--- config.mk ---
export PLATFORM = sky130hd
export DESIGN_NAME = rtype_encoder_flat
export DESIGN_NICKNAME = d
export VERILOG_FILES = /design/src/rtl/rtype_encoder_if.sv /design/src/rtl/rtype_encoder.sv /design/src/flat_wrapper.sv
export SDC_FILE = /design/constraint.sdc
export NUM_CORES = 1
export LEC_CHECK = 0
export ABC_AREA = 1
export BUFFER_PORTS_ARGS = -buffer_cell sky130_fd_sc_hd__buf_2
export CORE_ASPECT_RATIO = 0.7
export CORE_UTILIZATION = 25
export DETAILED_ROUTE_END_ITERATION = 8
export PLACE_DENSITY = 0.43
export SYNTH_ARGS = -nofsm -noshare
export SYNTH_HDL_FRONTEND = slang
export SYNTH_SLANG_ARGS = --single-unit
--- constraint.sdc ---
create_clock -name clk -period 5.8 [get_ports clk]
set_clock_uncertainty 0.15 [all_clocks]
set_input_delay 0.58 -clock clk [delete_from_list [all_inputs] [get_ports clk]]
set_output_delay 0.58 -clock clk [all_outputs]
set_load 0.01 [all_outputs]
--- src/rtl/rtype_encoder_if.sv ---
// rtype_encoder_if: request/issue bus between an ALU-op requester and rtype_encoder.
// Latency: none (wires only).
// Backpressure: in_ready gates requests; out_ready gates issue of encoded words.
//
// Signal summary:
//   in_valid/in_ready   request handshake; in_alu_op, in_rd, in_rs1, in_rs2 carry the request
//   out_valid/out_ready issue handshake; out_instr is the RV32I word at the FIFO head
//   illegal             one-cycle pulse after an unsupported ALUop was accepted and dropped
//   illegal_count       saturating count of dropped requests
//   count               current FIFO occupancy
interface rtype_encoder_if #(
   parameter int DEPTH = 4
);
   logic                     in_valid;
   logic                     in_ready;
   logic [3:0]               in_alu_op;
   logic [4:0]               in_rd;
   logic [4:0]               in_rs1;
   logic [4:0]               in_rs2;
   logic                     out_valid;
   logic                     out_ready;
   logic [31:0]              out_instr;
   logic                     illegal;
   logic [7:0]               illegal_count;
   logic [$clog2(DEPTH):0]   count;

   // Requester / consumer side.
   modport master (
      output in_valid, in_alu_op, in_rd, in_rs1, in_rs2, out_ready,
      input  in_ready, out_valid, out_instr, illegal, illegal_count, count
   );

   // Encoder side.
   modport slave (
      input  in_valid, in_alu_op, in_rd, in_rs1, in_rs2, out_ready,
      output in_ready, out_valid, out_instr, illegal, illegal_count, count
   );
endinterface

--- src/rtl/rtype_encoder.sv ---
// rtype_encoder: encodes {ALUop, rd, rs1, rs2} requests into RV32I R-type words and queues them.
// Latency: a word accepted at edge N is at the head (out_valid=1) after edge N; no bypass.
// Backpressure: in_ready = !full (depends on occupancy only); the head is held while out_ready=0.
//
// Ports:
//   clk    rising-edge clock
//   rst_n  asynchronous active-low reset; discards all queued words
//   bus    rtype_encoder_if.slave: request handshake in, issue handshake out,
//          illegal pulse, saturating illegal_count, FIFO occupancy count
module rtype_encoder #(
   parameter int DEPTH = 4   // FIFO entries, power of two, >= 2
) (
   input  logic                 clk,
   input  logic                 rst_n,
   rtype_encoder_if.slave       bus
);

   localparam int AW = $clog2(DEPTH);
   localparam int CW = AW + 1;

   localparam logic [6:0] OPC_RTYPE = 7'b0110011;

   // ALUop codes as seen from the decoder side.
   localparam logic [3:0] OP_AND = 4'b0000;
   localparam logic [3:0] OP_OR  = 4'b0001;
   localparam logic [3:0] OP_ADD = 4'b0010;
   localparam logic [3:0] OP_SUB = 4'b0100;
   localparam logic [3:0] OP_SLL = 4'b0101;
   localparam logic [3:0] OP_SRL = 4'b0110;

   // ------------------------------------------------------------------
   // State
   // ------------------------------------------------------------------
   logic [31:0]    r_mem [DEPTH];
   logic [AW-1:0]  r_wptr;
   logic [AW-1:0]  r_rptr;
   logic [CW-1:0]  r_count;
   logic           r_illegal;
   logic [7:0]     r_illegal_cnt;

   // ------------------------------------------------------------------
   // Combinational
   // ------------------------------------------------------------------
   logic           w_full;
   logic           w_empty;
   logic           w_accept;
   logic           w_legal;
   logic [2:0]     w_funct3;
   logic [6:0]     w_funct7;
   logic [31:0]    w_word;
   logic           w_push;
   logic           w_drop;
   logic           w_pop;

   assign w_full  = (r_count == CW'(DEPTH));
   assign w_empty = (r_count == '0);

   // Illegal ops still complete the handshake; only the write is suppressed.
   assign w_accept = bus.in_valid & ~w_full;

   // ALUop -> funct3/funct7. Anything not listed is unsupported.
   always_comb begin
      w_legal  = 1'b1;
      w_funct3 = 3'b000;
      w_funct7 = 7'b0000000;
      unique case (bus.in_alu_op)
         OP_ADD: w_funct3 = 3'b000;
         OP_SUB: begin
            w_funct3 = 3'b000;
            w_funct7 = 7'b0100000;
         end
         OP_SLL: w_funct3 = 3'b001;
         OP_SRL: w_funct3 = 3'b101;
         OP_OR:  w_funct3 = 3'b110;
         OP_AND: w_funct3 = 3'b111;
         default: w_legal = 1'b0;
      endcase
   end

   // Register indices pass straight through, x0 included.
   assign w_word = {w_funct7, bus.in_rs2, bus.in_rs1, w_funct3, bus.in_rd, OPC_RTYPE};

   assign w_push = w_accept & w_legal;
   assign w_drop = w_accept & ~w_legal;
   // Pop is decided from registered occupancy only, so a word pushed into an
   // empty FIFO cannot leave on the same edge.
   assign w_pop  = ~w_empty & bus.out_ready;

   // ------------------------------------------------------------------
   // Storage: no reset needed, the head is masked by occupancy.
   // ------------------------------------------------------------------
   always_ff @(posedge clk) begin
      if (w_push) begin
         r_mem[r_wptr] <= w_word;
      end
   end

   // ------------------------------------------------------------------
   // Pointers and occupancy. DEPTH is a power of two, so the pointers wrap
   // modulo DEPTH by plain overflow.
   // ------------------------------------------------------------------
   always_ff @(posedge clk or negedge rst_n) begin
      if (!rst_n) begin
         r_wptr  <= '0;
         r_rptr  <= '0;
         r_count <= '0;
      end else begin
         if (w_push) begin
            r_wptr <= r_wptr + AW'(1);
         end
         if (w_pop) begin
            r_rptr <= r_rptr + AW'(1);
         end
         unique case ({w_push, w_pop})
            2'b10:   r_count <= r_count + CW'(1);
            2'b01:   r_count <= r_count - CW'(1);
            default: r_count <= r_count;
         endcase
      end
   end

   // ------------------------------------------------------------------
   // Illegal-op reporting
   // ------------------------------------------------------------------
   always_ff @(posedge clk or negedge rst_n) begin
      if (!rst_n) begin
         r_illegal     <= 1'b0;
         r_illegal_cnt <= '0;
      end else begin
         r_illegal <= w_drop;
         if (w_drop && (r_illegal_cnt != 8'hFF)) begin
            r_illegal_cnt <= r_illegal_cnt + 8'd1;
         end
      end
   end

   // ------------------------------------------------------------------
   // Outputs: all derived from registered state.
   // ------------------------------------------------------------------
   assign bus.in_ready      = ~w_full;
   assign bus.out_valid     = ~w_empty;
   assign bus.out_instr     = w_empty ? 32'd0 : r_mem[r_rptr];
   assign bus.illegal       = r_illegal;
   assign bus.illegal_count = r_illegal_cnt;
   assign bus.count         = r_count;

   // Occupancy can never exceed the storage.
   a_no_overflow : assert property (@(posedge clk) disable iff (!rst_n) r_count <= CW'(DEPTH));

endmodule

--- src/flat_wrapper.sv ---
// flat-port wrapper written by rule: the top's interface ports become plain ports
module rtype_encoder_flat 
#(
   parameter int DEPTH = 4                                      
)
  (clk, rst_n, bus_in_valid, bus_in_alu_op, bus_in_rd, bus_in_rs1, bus_in_rs2, bus_out_ready, bus_in_ready, bus_out_valid, bus_out_instr, bus_illegal, bus_illegal_count, bus_count);
  rtype_encoder_if #(.DEPTH(DEPTH)) bus_i ();
  input  logic clk;
  input  logic rst_n;
  input wire logic [$bits(bus_i.in_valid)-1:0] bus_in_valid;
  input wire logic [$bits(bus_i.in_alu_op)-1:0] bus_in_alu_op;
  input wire logic [$bits(bus_i.in_rd)-1:0] bus_in_rd;
  input wire logic [$bits(bus_i.in_rs1)-1:0] bus_in_rs1;
  input wire logic [$bits(bus_i.in_rs2)-1:0] bus_in_rs2;
  input wire logic [$bits(bus_i.out_ready)-1:0] bus_out_ready;
  output wire logic [$bits(bus_i.in_ready)-1:0] bus_in_ready;
  output wire logic [$bits(bus_i.out_valid)-1:0] bus_out_valid;
  output wire logic [$bits(bus_i.out_instr)-1:0] bus_out_instr;
  output wire logic [$bits(bus_i.illegal)-1:0] bus_illegal;
  output wire logic [$bits(bus_i.illegal_count)-1:0] bus_illegal_count;
  output wire logic [$bits(bus_i.count)-1:0] bus_count;
  assign bus_i.in_valid = bus_in_valid;
  assign bus_i.in_alu_op = bus_in_alu_op;
  assign bus_i.in_rd = bus_in_rd;
  assign bus_i.in_rs1 = bus_in_rs1;
  assign bus_i.in_rs2 = bus_in_rs2;
  assign bus_i.out_ready = bus_out_ready;
  assign bus_in_ready = bus_i.in_ready;
  assign bus_out_valid = bus_i.out_valid;
  assign bus_out_instr = bus_i.out_instr;
  assign bus_illegal = bus_i.illegal;
  assign bus_illegal_count = bus_i.illegal_count;
  assign bus_count = bus_i.count;
  rtype_encoder #(.DEPTH(DEPTH)) u_core (.clk(clk), .rst_n(rst_n), .bus(bus_i));
endmodule
=== Word level (Yosys, flattened, before mapping) ===
Memory sizes are Yosys's and may differ from the RTL's.
Index checks and enable logic that the tools add are counted.

* Register bits: 16
* Bits in latches: 0
* Bits in writable memories: 96
* Bits in read-only memories: 0
* Input bits: 23
* Output and inout bits: 46
* Logic and storage cells: 39
* Memories: 1

* Add/sub/neg operators: 5
* Multipliers: 0
* Div/mod/pow operators: 0
* $lt $le $gt $ge: 0
* Eq/ne operators: 9
* Shifts and indexed selects: 0
* Mux-type cells: 7
* Bitwise operators: 7
* Reduce and logical (&&, ||, !) cells: 5

{| class="wikitable"
|+ Memory list
! memory !! depth !! bits a word !! rd ports !! clocked after Yosys merged registers in !! wr ports !! RTL line !! source
|-
| u_core.r_mem || 4 || 24 || 1 || 0 || 1 || rtype_encoder.sv:34 || <nowiki>logic [31:0] r_mem [DEPTH];</nowiki>
|}

{| class="wikitable"
|+ Operator list
! kind !! count
|-
| two-way mux 32 bit || 1
|-
| equality test 4 x 3 -> 1 bit, second input constant || 3
|-
| one-hot mux 3 bit (4 select lines) || 1
|-
| adder 8 x 1 -> 8 bit, second input constant || 1
|-
| != test 8 bit, second input constant || 1
|-
| two-way mux 6 bit || 1
|-
| one-hot mux 3 bit (2 select lines) || 1
|-
| OR reduction 6 bit || 1
|-
| adder 2 x 1 -> 2 bit, second input constant || 2
|-
| bitwise AND 1 bit || 4
|-
| equality test 4 x 1 -> 1 bit, second input constant || 1
|-
| equality test 4 x 2 -> 1 bit, second input constant || 1
|-
| logical NOT 4 bit || 1
|-
| adder 3 x 1 -> 3 bit, second input constant || 1
|-
| equality test 3 bit, second input constant || 1
|-
| logical NOT 3 bit || 1
|-
| two-way mux 1 bit || 3
|-
| NOT 1 bit || 3
|-
| subtractor 3 x 1 -> 3 bit, second input constant || 1
|-
| equality test 2 x 1 -> 1 bit, second input constant || 1
|-
| equality test 2 bit, second input constant || 1
|-
| nonzero test 2 bit || 1
|-
| logical AND 1 bit || 1
|}

=== Longest topological paths before layout ===
Gate-level depths: netlist (run 1).

* Depth in word-level cells: 6
* Depth in mapped cells: 10
* Depth with buffers taken out: 10

=== Worst setup path before layout (run 1) ===
No wires, ideal clock.

* Path type: input to register
* Start: input bus_in_alu_op[0]
* End: memory u_core.r_mem[0][0] in the netlist's numbering (enable)
* Arrival: 1.785 ns
* Required time: 5.255 ns
* Setup slack: 3.470 ns
* Stages: 5
* Path through: nand2_1 -> nand2_1 -> inv_1 -> nand3_2 -> nor2_1

* Word-level cells in the longest chain between the ends: 6
* Elaborated cells between the ends (all ways): 11
* Those cells by class: 5 x eq/ne; 3 x mux; 1 x bitwise; 2 x reduce/logical

{| class="wikitable"
|+ RTL lines
! element !! RTL line !! source
|-
| start, declared || flat_wrapper.sv:11 || <nowiki>input wire logic [$bits(bus_i.in_alu_op)-1:0] bus_in_alu_op;</nowiki>
|-
| equality test 4 x 2 -> 1 bit, or another cell as far along || rtype_encoder.sv:66 || <nowiki>unique case (bus.in_alu_op)</nowiki>
|-
| OR reduction 6 bit (no source line) * || - ||
|-
| two-way mux 1 bit * || rtype_encoder.sv:66 ||
|-
| bitwise AND 1 bit * || rtype_encoder.sv:83 || <nowiki>assign w_push = w_accept & w_legal;</nowiki>
|-
| two-way mux 1 bit * || rtype_encoder.sv:93 || <nowiki>if (w_push) begin</nowiki>
|-
| two-way mux 1 bit (implied by the code) * || rtype_encoder.sv:94 || <nowiki>r_mem[r_wptr] <= w_word;</nowiki>
|-
| end, declared || rtype_encoder.sv:34 ||
|}

Mark *: on every way between the ends. The rest lies on a longest branch, timed or not.

=== Final worst setup path (run 1) ===
* Start: register u_core.r_rptr[1]
* End: output bus_out_instr[22]

* Word-level cells in the longest chain between the ends: 2

{| class="wikitable"
|+ RTL lines
! element !! RTL line !! source
|-
| start, declared || rtype_encoder.sv:36 || <nowiki>logic [AW-1:0] r_rptr;</nowiki>
|-
| start signal, assigned || rtype_encoder.sv:112 || <nowiki>r_rptr <= r_rptr + AW'(1);</nowiki>
|-
| memory (4 x 24 bit) || - ||
|-
| two-way mux 32 bit || rtype_encoder.sv:142 || <nowiki>assign bus.out_instr = w_empty ? 32'd0 : r_mem[r_rptr];</nowiki>
|-
| end, declared || flat_wrapper.sv:18 || <nowiki>output wire logic [$bits(bus_i.out_instr)-1:0] bus_out_instr;</nowiki>
|}

Every way passes these cells.

==> results of run 1 <==
[worst max-delay path, stage by stage, from the launching register on]
cell     delay [ns]
dfrtp_1        0.83
inv_1          0.56
nor2_1         0.24
o21ai_1        0.08
a21oi_1        0.20
buf_2          0.17
[metrics by stage]
step	worst slack, ns	cell area, µm²	hold WS [ns]	total power [W]
CTS	2.582	4842	0.001716	0.002358
detailed placement	2.959	4519	0.3718	0.001718
global placement	2.999	4519	0.3781	0.001713
finish	2.651	4842	-0.006678	0.002321
global route	2.385	4842	0.01374	0.002475
floorplan	3.470	4095	0.1344	0.001430
[worst paths after layout]
path	from	end	slack, ns	cells after the start
min in group clk	bus_in_rs1[0]	u_core.r_mem[3][8]	0.31	1
max	u_core.r_rptr[1]	bus_out_instr[22]	2.65	5
max in group asynchronous	rst_n	u_core.bus.illegal_count[6]	5.23	1
min reg2reg	u_core.bus.illegal_count[1]	u_core.bus.illegal_count[1]	0.40	2
max reg2reg	u_core.bus.count[0]	u_core.r_mem[0][17]	3.57	4
min	rst_n	u_core.bus.illegal_count[1]	-0.007	1
[sequential cells by signal, summed over array words and instances (netlist names)]
register	count
u_core.r_rptr	2
u_core.r_wptr	2
u_core.bus.illegal	1
u_core.bus.illegal_count	8
u_core.r_mem	76
u_core.bus.count	3
[cells by family after synthesis]
kind of cell | share of synthesized area [%]
xor gates and xnor gates | 0.8620
other | 0.09225
and+or+nand+nor | 15.76
adders and majority gates | 2.339
buffers and inverters | 6.648
DFF | 65.99
AOI/OAI and AO/OA | 8.310
[power breakdown]
| group | internal [W] | switching [W] | leakage (nW) |
|---|---|---|---|
| clock network | 0.000380 | 0.000250 | 0.154 |
| logic | 0.000287 | 0.000529 | 0.890 |
| registers | 0.000801 | 0.0000735 | 0.895 |
| total | 0.00147 | 0.000853 | 1.94 |
[per-layer routing]
metal / share of wire (%) / up-vias
li1: - / 1374
met1: 52 / 1246
met2: 41 / 55
met3: 5.1 / 9
met4: 1.2 / 0
met5: 0 / -
[area by class of cell]
class                      instances  area (µm²)  area share, %
clock buffer                       9       225.2          4.651
multi-input combinational        245        1152          23.80
inverter                          29       108.9          2.248
sequential                        92        2683          55.40
timing repair buffer              63       325.3          6.718
clock inverter                     7       97.59          2.016
tap                              200       250.2          5.168
[synthesized netlist by cell type, drive strengths merged]
| cell type | count |
|---|---|
| a21oi | 21 |
| buf | 18 |
| clkbuf | 8 |
| conb | 1 |
| dfrtp | 16 |
| edfxtp | 76 |
| fa | 1 |
| ha | 6 |
| inv | 29 |
| nand2 | 49 |
| nand3 | 13 |
| nand3b | 1 |
| nor2 | 95 |
| o21ai | 45 |
| o21bai | 1 |
| xnor2 | 1 |
| xor2 | 3 |
==> flow_metrics.py, run 1 <==
metrics = {
    "run_status": {
        "status": "finished with violations",
        "violations": "negative hold slack",
    },
    "placed_design": {
        "port_buffers": 59,
        "dp_hpwl_um": 5787,
        "gp_congestion": 0.7127,
        "place_inst": 629,
    },
    "synth": {
        "netlist_instances": 384,
        "yosys.area.top_type_share_pct": 56.14,
        "synth_seq_area_share_pct": 65.99,
        "ys_warn_count": 0,
        "synth_cell_types": 25,
        "netlist_area_um2": 4065,
        "synth_largest_area_cell": "edfxtp_1",
        "synth_area_per_cell_um2": 10.59,
        "synth-seq-cells": 92,
        "synthTopCellsByArea": "edfxtp_1 56%, dfrtp_1 9.8%, nor2_1 8.6%, nand2_1 4.4%, o21ai_0 4.2%",
    },
    "run": {
        "drv_cap": 0,
    },
    "grt": {
        "busiest_layer": "met2",
        "antenna_found_initial": 0,
        "grt_pass1_vias": 2559,
        "track_usage_pct": 11.29,
        "grt.met1_usage_pct": 16.21,
        "grt_first_pass_wirelength_um": 13990,
        "grt_max_degree": 41,
        "grt_use_met2_pct": 16.22,
        "grt.met3_usage_pct": 3.299,
        "grt_overflow_total": 0,
    },
    "timing": {
        "fin_hold_ws_ns": -0.006678,
        "period_needed_ns": 3.149,
        "worst_pin_slew_ns": 1.059,
        "fin_crit_sh_pct": 54.30,
        "maxSlewViolCount": 0,
        "fmax_ghz": 0.3175,
        "maxSlewHeadroom_pct": 29.30,
        "setup_violations": 0,
        "finalHoldViolations": 9,
        "rsz0062_at_grt": "false",
        "tns_ns": 0,
    },
    "detailed_routing": {
        "first_pass_iters": 4,
        "wl_per_cell_um": 13.63,
        "routed_wl_um": 8789,
        "viasPerCell": 4.161,
        "drtIter0Drc": 113,
        "ant_nets": 0,
        "vias": 2684,
        "drc_errors": 0,
    },
    "cells_and_area": {
        "layout_commonest_cell": "nor2_1",
        "layout_common_cells": "89 x nor2_1, 76 x edfxtp_1, 59 x buf_2",
        "area_growth_pct": 19.11,
        "nets": 470,
        "finalNonFillerCells": 645,
        "fill_cells": 1589,
        "drive_gt1_share_pct": 20.00,
        "antenna_cells": 0,
        "final_util_pct": 30.86,
    },
    "floorplanning": {
        "core_um2": 15690,
        "row_count": 38,
        "initial_utilization_pct": 25.91,
        "die-area_um2": 16780,
        "die_w_um": 154.4,
        "ioPinCount": 69,
        "die_h_um": 108.7,
    },
    "critical_path": {
        "cp-start-kind": "flop",
        "critPathKind": "reg2out",
        "worstPathMaxFanout": 21,
        "crit_arrival_ns": 2.42,
        "worstPathRequired_ns": 5.07,
        "cp-end-kind": "primary output",
    },
    "pwr": {
        "power_density_nw_per_um2": 479.4,
        "power.leakage_nw": 1.939,
        "peakVddDrop_v": 0.0002223,
    },
    "clock_tree": {
        "cts_setup_buffers": 0,
        "clock-sinks": 92,
        "clockBufferDepth": 2,
        "clock_latency_ns": 0.34,
        "ctsResizeCount": 0,
        "numCtsBuffers": 9,
        "holdBufCountCts": 0,
        "clk_pin_slew_worst_paths_ns": 0.07,
        "cts_root_buffer": "clkbuf_16",
        "htreeDepth": 3,
        "cts_tree": "yes",
    },
    "worst_hold_path": {
        "hp-class": "in2async",
    },
}
Note: power is estimated with default switching activity, not from simulation.
==> run 2, diff against run 1 <==
==> constraint.sdc (replaced) <==
create_clock -name clk -period 3.3 [get_ports clk]
set_clock_uncertainty 0.15 [all_clocks]
set_input_delay 0.33 -clock clk [delete_from_list [all_inputs] [get_ports clk]]
set_output_delay 0.33 -clock clk [all_outputs]
set_load 0.01 [all_outputs]
==> run 2 against run 1 <==
Effect of this change:
- the run now ends clean
- critical path depth is 1 lower
- power is 72% higher
- via count is 0.48% higher
- critical path type unchanged
- register-to-register slack worse by 2.5 ns
- setup slack worse by 2.0 ns
- non-clock buffer count is 3 higher
- cell count is 0.47% higher
- routed wire length is 5.5% higher
- critical endpoint is now bus_out_instr[12]
- first-iteration DRC count is 81% higher
- design area is 0.13% lower
- sequential share of layout area is 0.072 points higher
- count of clock-buffer cells in the layout stayed put
==> flow_metrics.py, run 2 (synthesis gave the netlist of run 1 again) <==
metrics = {
    "placed_design": {
        "port_buffers": 59,
        "dpl_cell_area_um2": 4534,
        "dp_hpwl_um": 6042,
        "gp_congestion": 0.7279,
        "place_inst": 631,
    },
    "cells_and_area": {
        "area_growth_pct": 18.96,
        "fill_cells": 1616,
        "layout_commonest_cell": "nor2_1",
        "finalInstanceArea_um2": 4836,
        "antenna_cells": 0,
        "layout_common_cells": "89 x nor2_1, 76 x edfxtp_1, 59 x buf_2",
        "final_util_pct": 30.82,
        "largest_register_ffs": 76,
        "nets": 473,
        "top_register": "u_core.r_mem",
        "drive_gt1_share_pct": 20.09,
        "finalNonFillerCells": 648,
    },
    "critical_path": {
        "crit_chain": "inv_2, o21ai_0, a21oi_1, buf_2",
        "crit_arrival_ns": 2.19,
        "worstPathMaxFanout": 40,
        "crit_end": "bus_out_instr[12]",
        "worstPathRequired_ns": 2.82,
        "path_buf_inv": 2,
        "cp-start-kind": "flop",
        "cp-end-kind": "primary output",
        "critPathLaunch": "u_core.r_rptr[0]",
        "ff2ff_setup_slack_ns": 1.06,
        "cp_slowest_cell": "dfrtp_1",
        "critPathKind": "reg2out",
        "cp.depth": 4,
        "crit_family": "buffers and inverters",
        "worst_path_largest_cell_delay_ns": 0.62,
        "ff2ff_path_depth": 9,
        "rr_startpoint": "u_core.bus.count[1]",
        "rr_endpoint": "u_core.bus.count[2]",
    },
    "clock_tree": {
        "clock_latency_ns": 0.35,
        "htreeDepth": 3,
        "cts_root_buffer": "clkbuf_16",
        "cts_tree": "yes",
        "ctsResizeCount": 0,
        "clockBufferDepth": 2,
        "clock-sinks": 92,
        "clk_pin_slew_worst_paths_ns": 0.07,
        "numCtsBuffers": 9,
    },
    "detailed_routing": {
        "routed_wl_um": 9274,
        "viasPerCell": 4.162,
        "ant_nets": 0,
        "first_pass_iters": 4,
        "vias": 2697,
        "drtIter0Drc": 204,
        "drc_errors": 0,
        "wl_per_cell_um": 14.31,
    },
    "grt": {
        "grt_use_met2_pct": 18.46,
        "track_usage_pct": 12.23,
        "grt_pass1_vias": 2703,
        "grt_overflow_total": 0,
        "busiest_layer": "met2",
        "antenna_found_initial": 0,
        "grt.met1_usage_pct": 16.29,
        "grt_first_pass_wirelength_um": 14900,
        "grt_max_degree": 41,
        "grt.met3_usage_pct": 4.213,
    },
    "timing": {
        "worst_pin_slew_ns": 0.7510,
        "setup_violations": 0,
        "tns_ns": 0,
        "maxSlewHeadroom_pct": 49.88,
        "maxSlewViolCount": 0,
        "period_needed_ns": 2.672,
        "fin_crit_sh_pct": 80.96,
        "fmax_ghz": 0.3743,
        "finalHoldViolations": 0,
        "rsz0062_at_grt": "false",
    },
    "worst_hold_path": {
        "hp-class": "in2reg",
        "holdPathStages": 1,
    },
    "run": {
        "drv_cap": 0,
    },
    "pwr": {
        "peakVddDrop_v": 0.0002860,
        "power_density_nw_per_um2": 828.0,
        "power.leakage_nw": 1.936,
    },
    "floorplanning": {
        "die-area_um2": 16780,
        "die_h_um": 108.7,
        "die_w_um": 154.4,
        "initial_utilization_pct": 25.91,
        "row_count": 38,
        "ioPinCount": 69,
        "core_um2": 15690,
    },
    "run_status": {
        "status": "finished, final reports clean",
    },
}
run 2: changes by cell type in the layout (fill, tap and decap cells not counted), sizes merged:
cell,change
buf,+2
bufinv,-1
clkinv,+1
clkinvlp,+1
dlygate4sd3,+1
inv,-1
run 2: layout make-up:
class                      count  area, µm²  area share, %
clock buffer                   9      225.2          4.657
clock inverter                 7      66.31          1.371
inverter                      29      108.9          2.251
multi-input combinational    245       1152          23.83
sequential                    92       2683          55.47
tap                          200      250.2          5.175
timing repair buffer          66      350.3          7.244
run 2: layer usage:
metal	vias to the layer above	share of wire (%)
li1	1378	-
met1	1249	51
met2	59	42
met3	11	5.2
met4	0	1.6
met5	-	0
run 2: worst min path at each step:
stage | start | to
after floorplan | rst_n | u_core.bus.count[0]
after global placement | rst_n | u_core.bus.illegal_count[0]
after detailed placement | rst_n | u_core.bus.illegal_count[1]
after CTS | bus_in_rs2[1] | u_core.r_mem[3][14]
after global routing | bus_in_rs2[1] | u_core.r_mem[1][14]
final | bus_in_rd[0] | u_core.r_mem[3][0]
run 2: metrics by stage:
step | setup WS (ns) | hold WS, ns | total power [W]
after floorplan | 1.104 | -0.1156 | 0.002513
after global placement | 1.041 | 0.1330 | 0.003023
after detailed placement | 0.9901 | 0.1279 | 0.003033
after CTS | 0.6045 | 0.03365 | 0.004075
after global routing | 0.3777 | 0.03727 | 0.004324
final | 0.6283 | 0.04779 | 0.004004
run 2: report_power, final:
group	switching [W]	internal [W]	total [W]
Sequential	0.000126	0.00141	0.00153
Combinational	0.000937	0.000512	0.00145
Clock	0.000438	0.000583	0.00102
run 2: worst reg2reg max path: stages, from the launching register on:
cell and delay, ns:
dfrtp_1 0.43, nor2_2 0.17, nand2_1 0.12, nand3_2 0.21
ha_1 0.19, inv_1 0.07, fa_1 0.37, a21oi_1 0.14
o21ai_0 0.11, xor2_1 0.15
run 2: what timing repair did:
item,4_1_cts,5_1_grt
setup buffers,0,0
setup endpoints to repair,0,0
endpoints found under the hold margin,16,0
hold buffers,1,0
